[src/rtl/kf8253_pkg.sv]
// Shared definitions for the 8253 PIT bus initiator: register map, RL field
// encodings, bus-cycle state encoding and the control-word packer.
package kf8253_pkg;

  localparam logic [1:0] ADDR_COUNTER0 = 2'd0;
  localparam logic [1:0] ADDR_COUNTER1 = 2'd1;
  localparam logic [1:0] ADDR_COUNTER2 = 2'd2;
  localparam logic [1:0] ADDR_CTRL     = 2'd3;

  localparam logic [1:0] RL_LATCH = 2'b00;
  localparam logic [1:0] RL_LSB   = 2'b01;
  localparam logic [1:0] RL_MSB   = 2'b10;
  localparam logic [1:0] RL_BOTH  = 2'b11;

  // Width of the per-phase down-counter; phase lengths must fit in it.
  localparam int CNT_W = 8;

  typedef enum logic [1:0] {
    BUS_IDLE,
    BUS_SETUP,
    BUS_STROBE,
    BUS_HOLD
  } bus_state_t;

  // Which byte of a transaction is currently on the bus.
  typedef enum logic [1:0] {
    BYTE_SINGLE,
    BYTE_CTRL,
    BYTE_LSB,
    BYTE_MSB
  } byte_sel_t;

  // PIT control word layout: SC1 SC0 RL1 RL0 M2 M1 M0 BCD.
  function automatic logic [7:0] pack_ctrl_word(input logic [1:0] sc,
                                                input logic [1:0] rw,
                                                input logic [2:0] mode,
                                                input logic       bcd);
    return {sc, rw, mode, bcd};
  endfunction

endpackage

[src/rtl/kf8253_bus_initiator_if.sv]
// CPU-side pin bundle of the 8253 PIT. The initiator is the master; the PIT
// (or a bench model of it) is the slave and returns read data.
interface kf8253_bus_initiator_if;
  logic       chip_select_n;
  logic       read_enable_n;
  logic       write_enable_n;
  logic [1:0] address;
  logic [7:0] data_bus_out;
  logic       data_bus_out_en;
  logic [7:0] data_bus_in;

  modport master (
    output chip_select_n, read_enable_n, write_enable_n,
           address, data_bus_out, data_bus_out_en,
    input  data_bus_in
  );

  modport slave (
    input  chip_select_n, read_enable_n, write_enable_n,
           address, data_bus_out, data_bus_out_en,
    output data_bus_in
  );
endinterface

[src/rtl/kf8253_bus_cycle.sv]
// Single-byte PIT bus cycle engine. A start in IDLE, or in the final HOLD
// clock, launches a new byte; the latter chains bytes with CS held low.
//
//   state      | meaning
//   BUS_IDLE   | no cycle in flight, all strobes inactive
//   BUS_SETUP  | CS low, address (and write data) valid, strobe still high
//   BUS_STROBE | RD_n or WR_n low; read data is sampled on the final clock
//   BUS_HOLD   | strobe released, CS/address/data held steady
module kf8253_bus_cycle
  import kf8253_pkg::*;
#(
  parameter int SETUP_CYCLES  = 1,
  parameter int STROBE_CYCLES = 2,
  parameter int HOLD_CYCLES   = 1
) (
  input  logic       clock,
  input  logic       reset,
  input  logic       start,
  input  logic       start_write,
  input  logic [1:0] start_address,
  input  logic [7:0] start_wdata,
  output logic       last,
  output logic       sample_rd,
  kf8253_bus_initiator_if.master pit
);

  localparam logic [CNT_W-1:0] SETUP_LEN  = CNT_W'(SETUP_CYCLES);
  localparam logic [CNT_W-1:0] STROBE_LEN = CNT_W'(STROBE_CYCLES);
  localparam logic [CNT_W-1:0] HOLD_LEN   = CNT_W'(HOLD_CYCLES);
  localparam logic [CNT_W-1:0] CNT_ONE    = CNT_W'(1);

  bus_state_t       state_q, state_d;
  logic [CNT_W-1:0] cnt_q, cnt_d;
  logic             write_q, write_d;
  logic [1:0]       addr_q, addr_d;
  logic [7:0]       wdata_q, wdata_d;
  logic             cs_n_q, cs_n_d;
  logic             rd_n_q, rd_n_d;
  logic             wr_n_q, wr_n_d;
  logic             oe_q, oe_d;
  logic             tc;
  logic             load;

  assign tc = (cnt_q == CNT_ONE);

  // Phase sequencing; pin values are computed from the next state so every pin is a flop.
  always_comb begin
    state_d   = state_q;
    cnt_d     = cnt_q;
    write_d   = write_q;
    addr_d    = addr_q;
    wdata_d   = wdata_q;
    last      = 1'b0;
    sample_rd = 1'b0;
    load      = 1'b0;

    case (state_q)
      BUS_IDLE: load = start;
      BUS_SETUP: begin
        if (tc) begin
          state_d = BUS_STROBE;
          cnt_d   = STROBE_LEN;
        end else begin
          cnt_d = cnt_q - CNT_ONE;
        end
      end
      BUS_STROBE: begin
        sample_rd = tc & ~write_q;
        if (tc) begin
          state_d = BUS_HOLD;
          cnt_d   = HOLD_LEN;
        end else begin
          cnt_d = cnt_q - CNT_ONE;
        end
      end
      BUS_HOLD: begin
        last = tc;
        if (tc) begin
          if (start) load = 1'b1;
          else       state_d = BUS_IDLE;
        end else begin
          cnt_d = cnt_q - CNT_ONE;
        end
      end
      default: state_d = BUS_IDLE;
    endcase

    if (load) begin
      state_d = BUS_SETUP;
      cnt_d   = SETUP_LEN;
      write_d = start_write;
      addr_d  = start_address;
      wdata_d = start_wdata;
    end

    cs_n_d = (state_d == BUS_IDLE);
    wr_n_d = ~((state_d == BUS_STROBE) & write_d);
    rd_n_d = ~((state_d == BUS_STROBE) & ~write_d);
    oe_d   = (state_d != BUS_IDLE) & write_d;
  end

  // State, phase counter, captured byte and registered pins.
  always_ff @(posedge clock or posedge reset) begin
    if (reset) begin
      state_q <= BUS_IDLE;
      cnt_q   <= '0;
      write_q <= 1'b0;
      addr_q  <= 2'd0;
      wdata_q <= 8'h00;
      cs_n_q  <= 1'b1;
      rd_n_q  <= 1'b1;
      wr_n_q  <= 1'b1;
      oe_q    <= 1'b0;
    end else begin
      state_q <= state_d;
      cnt_q   <= cnt_d;
      write_q <= write_d;
      addr_q  <= addr_d;
      wdata_q <= wdata_d;
      cs_n_q  <= cs_n_d;
      rd_n_q  <= rd_n_d;
      wr_n_q  <= wr_n_d;
      oe_q    <= oe_d;
    end
  end

  assign pit.chip_select_n   = cs_n_q;
  assign pit.read_enable_n   = rd_n_q;
  assign pit.write_enable_n  = wr_n_q;
  assign pit.address         = addr_q;
  assign pit.data_bus_out    = wdata_q;
  assign pit.data_bus_out_en = oe_q;

endmodule

[src/rtl/kf8253_bus_initiator.sv]
// 8253 PIT bus initiator: accepts single register accesses or a program-counter
// macro (control word, then LSB/MSB count bytes) and drives the PIT CPU port.
module kf8253_bus_initiator
  import kf8253_pkg::*;
#(
  parameter int SETUP_CYCLES  = 1,
  parameter int STROBE_CYCLES = 2,
  parameter int HOLD_CYCLES   = 1
) (
  input  logic        clock,
  input  logic        reset,
  input  logic        cmd_valid,
  output logic        cmd_ready,
  input  logic        cmd_write,
  input  logic [1:0]  cmd_address,
  input  logic [7:0]  cmd_wdata,
  input  logic        prog_valid,
  input  logic [1:0]  prog_counter,
  input  logic [1:0]  prog_rw,
  input  logic [2:0]  prog_mode,
  input  logic        prog_bcd,
  input  logic [15:0] prog_count,
  output logic        prog_error,
  output logic        rsp_valid,
  output logic [7:0]  rsp_rdata,
  kf8253_bus_initiator_if.master pit
);

  logic        busy_q, busy_d;
  byte_sel_t   byte_sel_q, byte_sel_d;
  logic [1:0]  rw_q, rw_d;
  logic [1:0]  cnt_addr_q, cnt_addr_d;
  logic [15:0] count_q, count_d;
  logic        rsp_valid_q, rsp_valid_d;
  logic [7:0]  rsp_rdata_q, rsp_rdata_d;
  logic        prog_error_q, prog_error_d;

  logic        start;
  logic        start_write;
  logic [1:0]  start_address;
  logic [7:0]  start_wdata;
  logic        cyc_last;
  logic        cyc_sample_rd;
  logic        has_next;
  byte_sel_t   next_sel;

  kf8253_bus_cycle #(
    .SETUP_CYCLES  (SETUP_CYCLES),
    .STROBE_CYCLES (STROBE_CYCLES),
    .HOLD_CYCLES   (HOLD_CYCLES)
  ) u_bus_cycle (
    .clock         (clock),
    .reset         (reset),
    .start         (start),
    .start_write   (start_write),
    .start_address (start_address),
    .start_wdata   (start_wdata),
    .last          (cyc_last),
    .sample_rd     (cyc_sample_rd),
    .pit           (pit)
  );

  // Arbitration (prog wins), byte sequencing and completion/error reporting.
  always_comb begin
    busy_d        = busy_q;
    byte_sel_d    = byte_sel_q;
    rw_d          = rw_q;
    cnt_addr_d    = cnt_addr_q;
    count_d       = count_q;
    rsp_valid_d   = 1'b0;
    prog_error_d  = 1'b0;
    rsp_rdata_d   = rsp_rdata_q;
    start         = 1'b0;
    start_write   = 1'b0;
    start_address = ADDR_CTRL;
    start_wdata   = 8'h00;
    has_next      = 1'b0;
    next_sel      = BYTE_SINGLE;

    if (!busy_q) begin
      if (prog_valid) begin
        // Counter select 3 would address the read-back/control slot; drop it.
        if (prog_counter == ADDR_CTRL) begin
          prog_error_d = 1'b1;
        end else begin
          start         = 1'b1;
          start_write   = 1'b1;
          start_address = ADDR_CTRL;
          start_wdata   = pack_ctrl_word(prog_counter, prog_rw, prog_mode, prog_bcd);
          busy_d        = 1'b1;
          byte_sel_d    = BYTE_CTRL;
          rw_d          = prog_rw;
          cnt_addr_d    = prog_counter;
          count_d       = prog_count;
        end
      end else if (cmd_valid) begin
        start         = 1'b1;
        start_write   = cmd_write;
        start_address = cmd_address;
        start_wdata   = cmd_wdata;
        busy_d        = 1'b1;
        byte_sel_d    = BYTE_SINGLE;
      end
    end else if (cyc_last) begin
      case (byte_sel_q)
        BYTE_CTRL: begin
          if (rw_q == RL_MSB) begin
            has_next = 1'b1;
            next_sel = BYTE_MSB;
          end else if (rw_q != RL_LATCH) begin
            has_next = 1'b1;
            next_sel = BYTE_LSB;
          end
        end
        BYTE_LSB: begin
          if (rw_q == RL_BOTH) begin
            has_next = 1'b1;
            next_sel = BYTE_MSB;
          end
        end
        default: ;
      endcase

      if (has_next) begin
        start         = 1'b1;
        start_write   = 1'b1;
        start_address = cnt_addr_q;
        start_wdata   = (next_sel == BYTE_MSB) ? count_q[15:8] : count_q[7:0];
        byte_sel_d    = next_sel;
      end else begin
        busy_d      = 1'b0;
        rsp_valid_d = 1'b1;
      end
    end

    if (cyc_sample_rd) rsp_rdata_d = pit.data_bus_in;
  end

  // Sequencer and response registers.
  always_ff @(posedge clock or posedge reset) begin
    if (reset) begin
      busy_q       <= 1'b0;
      byte_sel_q   <= BYTE_SINGLE;
      rw_q         <= RL_LATCH;
      cnt_addr_q   <= 2'd0;
      count_q      <= 16'h0000;
      rsp_valid_q  <= 1'b0;
      rsp_rdata_q  <= 8'h00;
      prog_error_q <= 1'b0;
    end else begin
      busy_q       <= busy_d;
      byte_sel_q   <= byte_sel_d;
      rw_q         <= rw_d;
      cnt_addr_q   <= cnt_addr_d;
      count_q      <= count_d;
      rsp_valid_q  <= rsp_valid_d;
      rsp_rdata_q  <= rsp_rdata_d;
      prog_error_q <= prog_error_d;
    end
  end

  assign cmd_ready  = ~busy_q;
  assign rsp_valid  = rsp_valid_q;
  assign rsp_rdata  = rsp_rdata_q;
  assign prog_error = prog_error_q;

endmodule
[src/flat_wrapper.sv]
// flat-port wrapper written by rule: the top's interface ports become plain ports
module kf8253_bus_initiator_flat import kf8253_pkg::*;
#(
  parameter int SETUP_CYCLES  = 1,
  parameter int STROBE_CYCLES = 2,
  parameter int HOLD_CYCLES   = 1
)
  (clock, reset, cmd_valid, cmd_ready, cmd_write, cmd_address, cmd_wdata, prog_valid, prog_counter, prog_rw, prog_mode, prog_bcd, prog_count, prog_error, rsp_valid, rsp_rdata, pit_chip_select_n, pit_read_enable_n, pit_write_enable_n, pit_address, pit_data_bus_out, pit_data_bus_out_en, pit_data_bus_in);
  kf8253_bus_initiator_if pit_i ();
  input  logic clock;
  input  logic reset;
  input  logic cmd_valid;
  output logic cmd_ready;
  input  logic cmd_write;
  input  logic [1:0] cmd_address;
  input  logic [7:0] cmd_wdata;
  input  logic prog_valid;
  input  logic [1:0] prog_counter;
  input  logic [1:0] prog_rw;
  input  logic [2:0] prog_mode;
  input  logic prog_bcd;
  input  logic [15:0] prog_count;
  output logic prog_error;
  output logic rsp_valid;
  output logic [7:0] rsp_rdata;
  output wire logic [$bits(pit_i.chip_select_n)-1:0] pit_chip_select_n;
  output wire logic [$bits(pit_i.read_enable_n)-1:0] pit_read_enable_n;
  output wire logic [$bits(pit_i.write_enable_n)-1:0] pit_write_enable_n;
  output wire logic [$bits(pit_i.address)-1:0] pit_address;
  output wire logic [$bits(pit_i.data_bus_out)-1:0] pit_data_bus_out;
  output wire logic [$bits(pit_i.data_bus_out_en)-1:0] pit_data_bus_out_en;
  input wire logic [$bits(pit_i.data_bus_in)-1:0] pit_data_bus_in;
  assign pit_chip_select_n = pit_i.chip_select_n;
  assign pit_read_enable_n = pit_i.read_enable_n;
  assign pit_write_enable_n = pit_i.write_enable_n;
  assign pit_address = pit_i.address;
  assign pit_data_bus_out = pit_i.data_bus_out;
  assign pit_data_bus_out_en = pit_i.data_bus_out_en;
  assign pit_i.data_bus_in = pit_data_bus_in;
  kf8253_bus_initiator #(.SETUP_CYCLES(SETUP_CYCLES), .STROBE_CYCLES(STROBE_CYCLES), .HOLD_CYCLES(HOLD_CYCLES)) u_core (.clock(clock), .reset(reset), .cmd_valid(cmd_valid), .cmd_ready(cmd_ready), .cmd_write(cmd_write), .cmd_address(cmd_address), .cmd_wdata(cmd_wdata), .prog_valid(prog_valid), .prog_counter(prog_counter), .prog_rw(prog_rw), .prog_mode(prog_mode), .prog_bcd(prog_bcd), .prog_count(prog_count), .prog_error(prog_error), .rsp_valid(rsp_valid), .rsp_rdata(rsp_rdata), .pit(pit_i));
endmodule
[config.mk]
export PLATFORM = sky130hd
export DESIGN_NAME = kf8253_bus_initiator_flat
export DESIGN_NICKNAME = d
export VERILOG_FILES = /design/src/rtl/kf8253_pkg.sv /design/src/rtl/kf8253_bus_initiator_if.sv /design/src/rtl/kf8253_bus_cycle.sv /design/src/rtl/kf8253_bus_initiator.sv /design/src/flat_wrapper.sv
export SDC_FILE = /design/constraint.sdc
export NUM_CORES = 1
export LEC_CHECK = 0
export CAP_MARGIN = 20
export CORE_MARGIN = 4
export CORE_UTILIZATION = 53
export DETAILED_ROUTE_END_ITERATION = 12
export HOLD_SLACK_MARGIN = 0.02
export PLACE_DENSITY = 0.85
export SYNTH_ARGS = -nofsm -noshare
export SYNTH_HDL_FRONTEND = slang
export SYNTH_SLANG_ARGS = --single-unit
[constraint.sdc]
create_clock -name clock -period 4.2 [get_ports clock]
set_input_delay 0.84 -clock clock [delete_from_list [all_inputs] [get_ports clock]]
set_output_delay 0.84 -clock clock [all_outputs]
set_load 0.05 [all_outputs]
-- Word level (Yosys, flattened, before mapping)
Cells that the tools add are included.
- bitwise logic cells: 10
- add/subtract/negate cells: 1
- equal/unequal tests: 15
- muxes and demuxes: 64
- shift operators: 0
- order comparisons: 0
- divide/modulo/power cells: 0
- multipliers: 0
- reductions and logical operators: 9
- operator list (operator ; count):
    $mux 8 ; 11
    $mux 2 ; 21
    $mux 1 ; 27
    $pmux 8 s3 ; 1
    $eq 2x2->1 const B ; 8
    $eq 8x1->1 const B ; 1
    $sub 8x1->8 const B ; 1
    $not 1->1 ; 6
    $pmux 2 s3 ; 1
    $and 1x1->1 ; 4
    $eq 2x1->1 const B ; 2
    $logic_not 2->1 ; 2
    $ne 2x2->1 const B ; 2
    $pmux 1 s2 ; 2
    $pmux 2 s2 ; 1
    $reduce_and 4->1 ; 1
    $reduce_bool 2->1 ; 2
    $reduce_bool 4->1 ; 1
    $ne 3x2->1 const B ; 1
    $ne 3x3->1 const B ; 1
    $reduce_and 3->1 ; 1
    $reduce_bool 3->1 ; 1
    $reduce_and 2->1 ; 1
- input bits: 47
- flip-flop bits (word level): 58
- RAM bits: 0
- latch bits: 0
- memories: 0
- output and inout bits: 25
- word-level logic and storage cells: 116
- memory bits (read-only): 0

-- Logic depth before layout (Yosys ltp)
- depth after elaboration: 16
- depth in mapped cells: 9
- mapped depth without buffers: 7

-- Modules after synthesis
A second synthesis with hierarchy kept.
- cell total of the unflattened synthesis: 287
- area total of the unflattened synthesis: 2924.1 µm²
- modules (own cells, without submodules) (module ; area each (µm²) ; seq. area each (µm²) ; cells each ; instances):
    kf8253_bus_initiator ; 1601.5 ; 825.8 ; 168 ; 1
    kf8253_bus_cycle ; 1322.5 ; 629.4 ; 119 ; 1

-- Worst setup path after synthesis
No wires, ideal clock.
- path kind: in2reg
- from: in prog_valid
- to: reg u_core.u_bus_cycle.wdata_q[0], in the netlist u_core.u_bus_cycle.pit.data_bus_out[0]
- slack: 1.851 ns
- arrival time: 2.221 ns
- setup time: 0.127 ns
- cell stages on the path: 7
- buffers on the path: 2
- cells stage by stage: and3_1 > or3_1 > buf_2 > o21ai_2 > and2_1 > buf_6 > mux2_1
- longest elaborated chain between the ends: 5
- elaborated cells on any way between the ends: 7
- those cells by class: 7 x mux
- ends and longest elaborated chain (item ; line ; RTL):
    from (decl) ; flat_wrapper.sv:17 ; input logic prog_valid;
    $mux 1 ; kf8253_bus_initiator.sv:81 ; if (prog_valid) begin
    $mux 1 ; kf8253_bus_initiator.sv:80 ; if (!busy_q) begin
    $mux 1 ; kf8253_bus_cycle.sv:79 ; if (start) load = 1'b1;
    $mux 1 ; kf8253_bus_cycle.sv:78 ; if (tc) begin
    $pmux 1 s2 ; kf8253_bus_cycle.sv:57 ; case (state_q)
    to (signal assigned) ; kf8253_bus_cycle.sv:119 ; wdata_q <= wdata_d;
    to (decl) ; kf8253_bus_cycle.sv:36 ; logic [7:0] wdata_q, wdata_d;
Parallel ways exist; a longest one is shown, timed or not.
A chain may end at the register's enable or synchronous reset.

-- Worst setup path after layout
- from: in prog_valid
- to: reg u_core.u_bus_cycle.wdata_q[3], in the netlist u_core.u_bus_cycle.pit.data_bus_out[3]
The elaborated chain is that of the path after synthesis.

==> flow_summary_export.csv <==
group,metric,value,unit
outcome,outcome,"finished clean",
sta,worstMarginPinSlew,0.658,ns
worst_setup_path,cp.arrival,3.29,ns
grt,grt_pass1_vias,2514,
worst_setup_path,cp.required,4.43,ns
logic_synthesis,syn_inst,266,
sta,relSlewSlack,56.1,%
worst_setup_path,r2r-end,"u_core.u_bus_cycle.pit.data_bus_out[3]",
route,routed_wirelength,6940,um
clocking,cts_buffer_depth,2,
clocking,cts.htree.levels,3,
layout,final_area,3930,um^2
layout,n_antenna_cell,0,
sta,fmax,0.327,GHz
logic_synthesis,synth.area.top_cells,"dfrtp_1 (46%), mux2_2 (7.2%), mux2_4 (4.0%)",
placement,place_area,3720,um^2
logic_synthesis,synthArstFlopShare,100,%
clocking,numCtsBuffers,9,
placement,dp_cells,399,
floorplan,core-area,5470,um^2
pwr,p_leak,1.69,nW
placement,gp_congestion,0.885,
pwr,p_seq_share,48.4,%
logic_synthesis,synth_nets,321,
logic_synthesis,ys_seq_area_share,48.8,%
logic_synthesis,syn_area,2980,um^2
sta,fin_crit,3.06,ns
clocking,cts_root_buffer,"clkbuf_8",
pwr,clock_power_share,43.3,%
clocking,cts_sinks,58,
worst_setup_path,crit_path_end_kind,"register",
pwr,peakVddDrop,0.216,mV
sta,rsz0062_at_grt,"false",
route,drt-vias-per-instance,5.79,
grt,grtUsageTotal,21.4,%
clocking,path_clk_slew,0.07,ns
sta,finalCritPeriodShare,72.9,%
placement,io_buffers,71,
clocking,clkLatencyLatePin,0.35,ns
route,drcViolationCount,0,
logic_synthesis,ys_ff_latch,58,
layout,area.growth.synth_to_final,31.7,%
pwr,p_sw_share,23.4,%
sta,finalSetupViolations,0,
logic_synthesis,synthFlopType,"dfrtp_1",
layout,final_nets,393,
worst_setup_path,critPathMaxFanout,13,
placement,hpwl,5150,um
worst_setup_path,reg2reg_setup_slack,1.47,ns
route,ant_nets,0,
min_path,min_path_type,"register to register",
worst_setup_path,reg2regPathDepth,6,
grt,grt_max_degree,34,
sta,finalHoldViolations,0,
flow_run,max-cap-violations,0,
floorplan,rows,27,
route,vias,2403,
floorplan,initial_core_util,54.5,%
logic_synthesis,synth_commonest_cells,"dfrtp_1 (55), mux2_2 (19), nor2_1 (18)",
sta,fin_skew,0.00389,ns
clocking,cts_tree,"built",
worst_setup_path,crit_type,"primary input to register",
clocking,hold_buffers,0,
pwr,internal-power,0.920,mW
worst_setup_path,critPathCapture,"u_core.u_bus_cycle.pit.data_bus_out[3]",
grt,grt_pass1_wl,11900,um
floorplan,die_area,6890,um^2
floorplan,die_x,83.0,um
placement,pre_cts_ws,0.788,ns
sta,fin_ws,1.14,ns
route,drt_iter0_markers,170,
logic_synthesis,synth_top_area_cell,"dfrtp_1",
grt,overflow,0,
floorplan,die_h,83.0,um
logic_synthesis,ys_types,60,
logic_synthesis,synth_top_area_share,46.2,%
floorplan,io_pins,72,
logic_synthesis,synth_most_common_cell,"dfrtp_1",
sta,slew_viol_final,0,
grt,antenna_found_initial,0,
worst_setup_path,critPathLaunch,"prog_valid",
clocking,cts_resized,0,
layout,drive_gt1_share,18.4,%
pwr,power.switching,0.281,mW
logic_synthesis,synth.avg_cell_area,11.2,um^2
pwr,pwr-share-comb,8.4,%
logic_synthesis,yosys_warnings,0,
route,first_pass_iters,4,
route,wl_per_cell,16.7,um
pwr,power.density,306,nW/um^2
layout,stdcell_count,415,
worst_setup_path,r2r_start,"u_core.u_bus_cycle.state_q[0]",
worst_setup_path,cp-start-kind,"primary input",
sta,setup_tns,0,ns
logic_synthesis,synth_edf_count,0,
clocking,cts_setup_buffers,0,
power groups by stage:
stage | Combinational (mW) | Clock, mW | Sequential (mW)
final | 0.100 | 0.520 | 0.581
after global routing | 0.108 | 0.560 | 0.582
after CTS | 0.102 | 0.530 | 0.581
after detailed placement | 0.102 | 0 | 0.591
after global placement | 0.0993 | 0 | 0.590
after floorplan | 0.0270 | 0 | 0.602
worst min path at each step:
stage	startpoint	end	slack, ns	cells after the start
3_3_place_gp	u_core.u_bus_cycle.write_q	u_core.u_bus_cycle.pit.write_enable_n	0.44	1
6_report	u_core.u_bus_cycle.write_q	u_core.u_bus_cycle.pit.write_enable_n	0.46	1
3_5_place_dp	u_core.u_bus_cycle.write_q	u_core.u_bus_cycle.pit.write_enable_n	0.44	1
5_1_grt	u_core.u_bus_cycle.write_q	u_core.u_bus_cycle.pit.write_enable_n	0.49	1
4_1_cts	u_core.u_bus_cycle.write_q	u_core.u_bus_cycle.pit.write_enable_n	0.46	1
2_1_floorplan	u_core.u_bus_cycle.write_q	u_core.u_bus_cycle.pit.write_enable_n	0.40	1
final cells by class:
cell class,count,area (um^2)
sequential,58,1460
clock buffer,10,138
fill,405,1550
inverter,15,56.3
timing repair buffer,74,733
clock inverter,6,66.3
tap,72,90.1
multi-input combinational,180,1390
cells in the final DEF, fill, tap and decap left out, types with 3 or more instances in the layout:
master / count
clkdlybuf4s50_1: 71
o21ai_0: 12
ha_1: 8
o22ai_1: 9
nand2_1: 13
clkbuf_8: 10
or3_1: 3
nor3_1: 6
a21oi_1: 9
nand3_1: 4
clkinvlp_4: 3
nor2_1: 18
mux2i_1: 4
mux2_4: 8
dfstp_2: 3
nor4_1: 3
buf_4: 3
a31oi_1: 5
mux2_1: 8
dfrtp_1: 55
inv_1: 13
a22oi_1: 7
mux2_2: 19
nor2b_1: 4
worst max-delay path, cell delays in order:
cell	delay [ns]
clkdlybuf4s50_1	0.55
and3_1	0.27
or3_1	0.45
o21ai_2	0.17
and2_1	0.60
mux2_1	0.40
state kept, by name, indices dropped and copies added, names as in the netlist:
name	cells
u_core.count_q	16
u_core.byte_sel_q	2
u_core.u_bus_cycle.write_q	1
u_core.cnt_addr_q	2
u_core.prog_error	1
u_core.rsp_valid	1
u_core.u_bus_cycle.pit.chip_select_n	1
u_core.u_bus_cycle.state_q	2
u_core.u_bus_cycle.pit.read_enable_n	1
u_core.u_bus_cycle.pit.data_bus_out_en	1
u_core.u_bus_cycle.pit.write_enable_n	1
u_core.u_bus_cycle.pit.address	2
u_core.rw_q	2
u_core.u_bus_cycle.pit.data_bus_out	8
u_core.u_bus_cycle.cnt_q	8
u_core.rsp_rdata	8
u_core.busy_q	1
stage by stage:
step	hold WS, ns	power, mW	utilization (%)
3_3_place_gp	0.438	0.689	68.0
5_1_grt	0.487	1.25	71.7
3_5_place_dp	0.440	0.693	68.0
6_report	0.460	1.20	71.7
4_1_cts	0.460	1.21	71.7
2_1_floorplan	0.401	0.629	-
routing by layer:
metal	part of all wire (%)	wire [um]	up-vias	global-route usage [%]
li1	-	-	1112	-
met5	0	0	-	0
met3	7.3	506	17	8.04
met4	1.8	127	0	7.13
met2	51	3540	91	36.6
met1	40	2760	1183	24.7
logic make-up (layout without fill, tap and decap cells):
family | Yosys count | count (layout) | share of synthesized area, %
fa+ha+maj | 8 | 8 | 3.36
compound gates | 65 | 65 | 15.0
mux | 39 | 39 | 15.6
xor+xnor | 1 | 1 | 0.294
simple gates | 67 | 67 | 12.2
buf+inv | 28 | 105 | 4.78
flops | 58 | 58 | 48.8
Note: power is estimated with default switching activity, not from simulation.
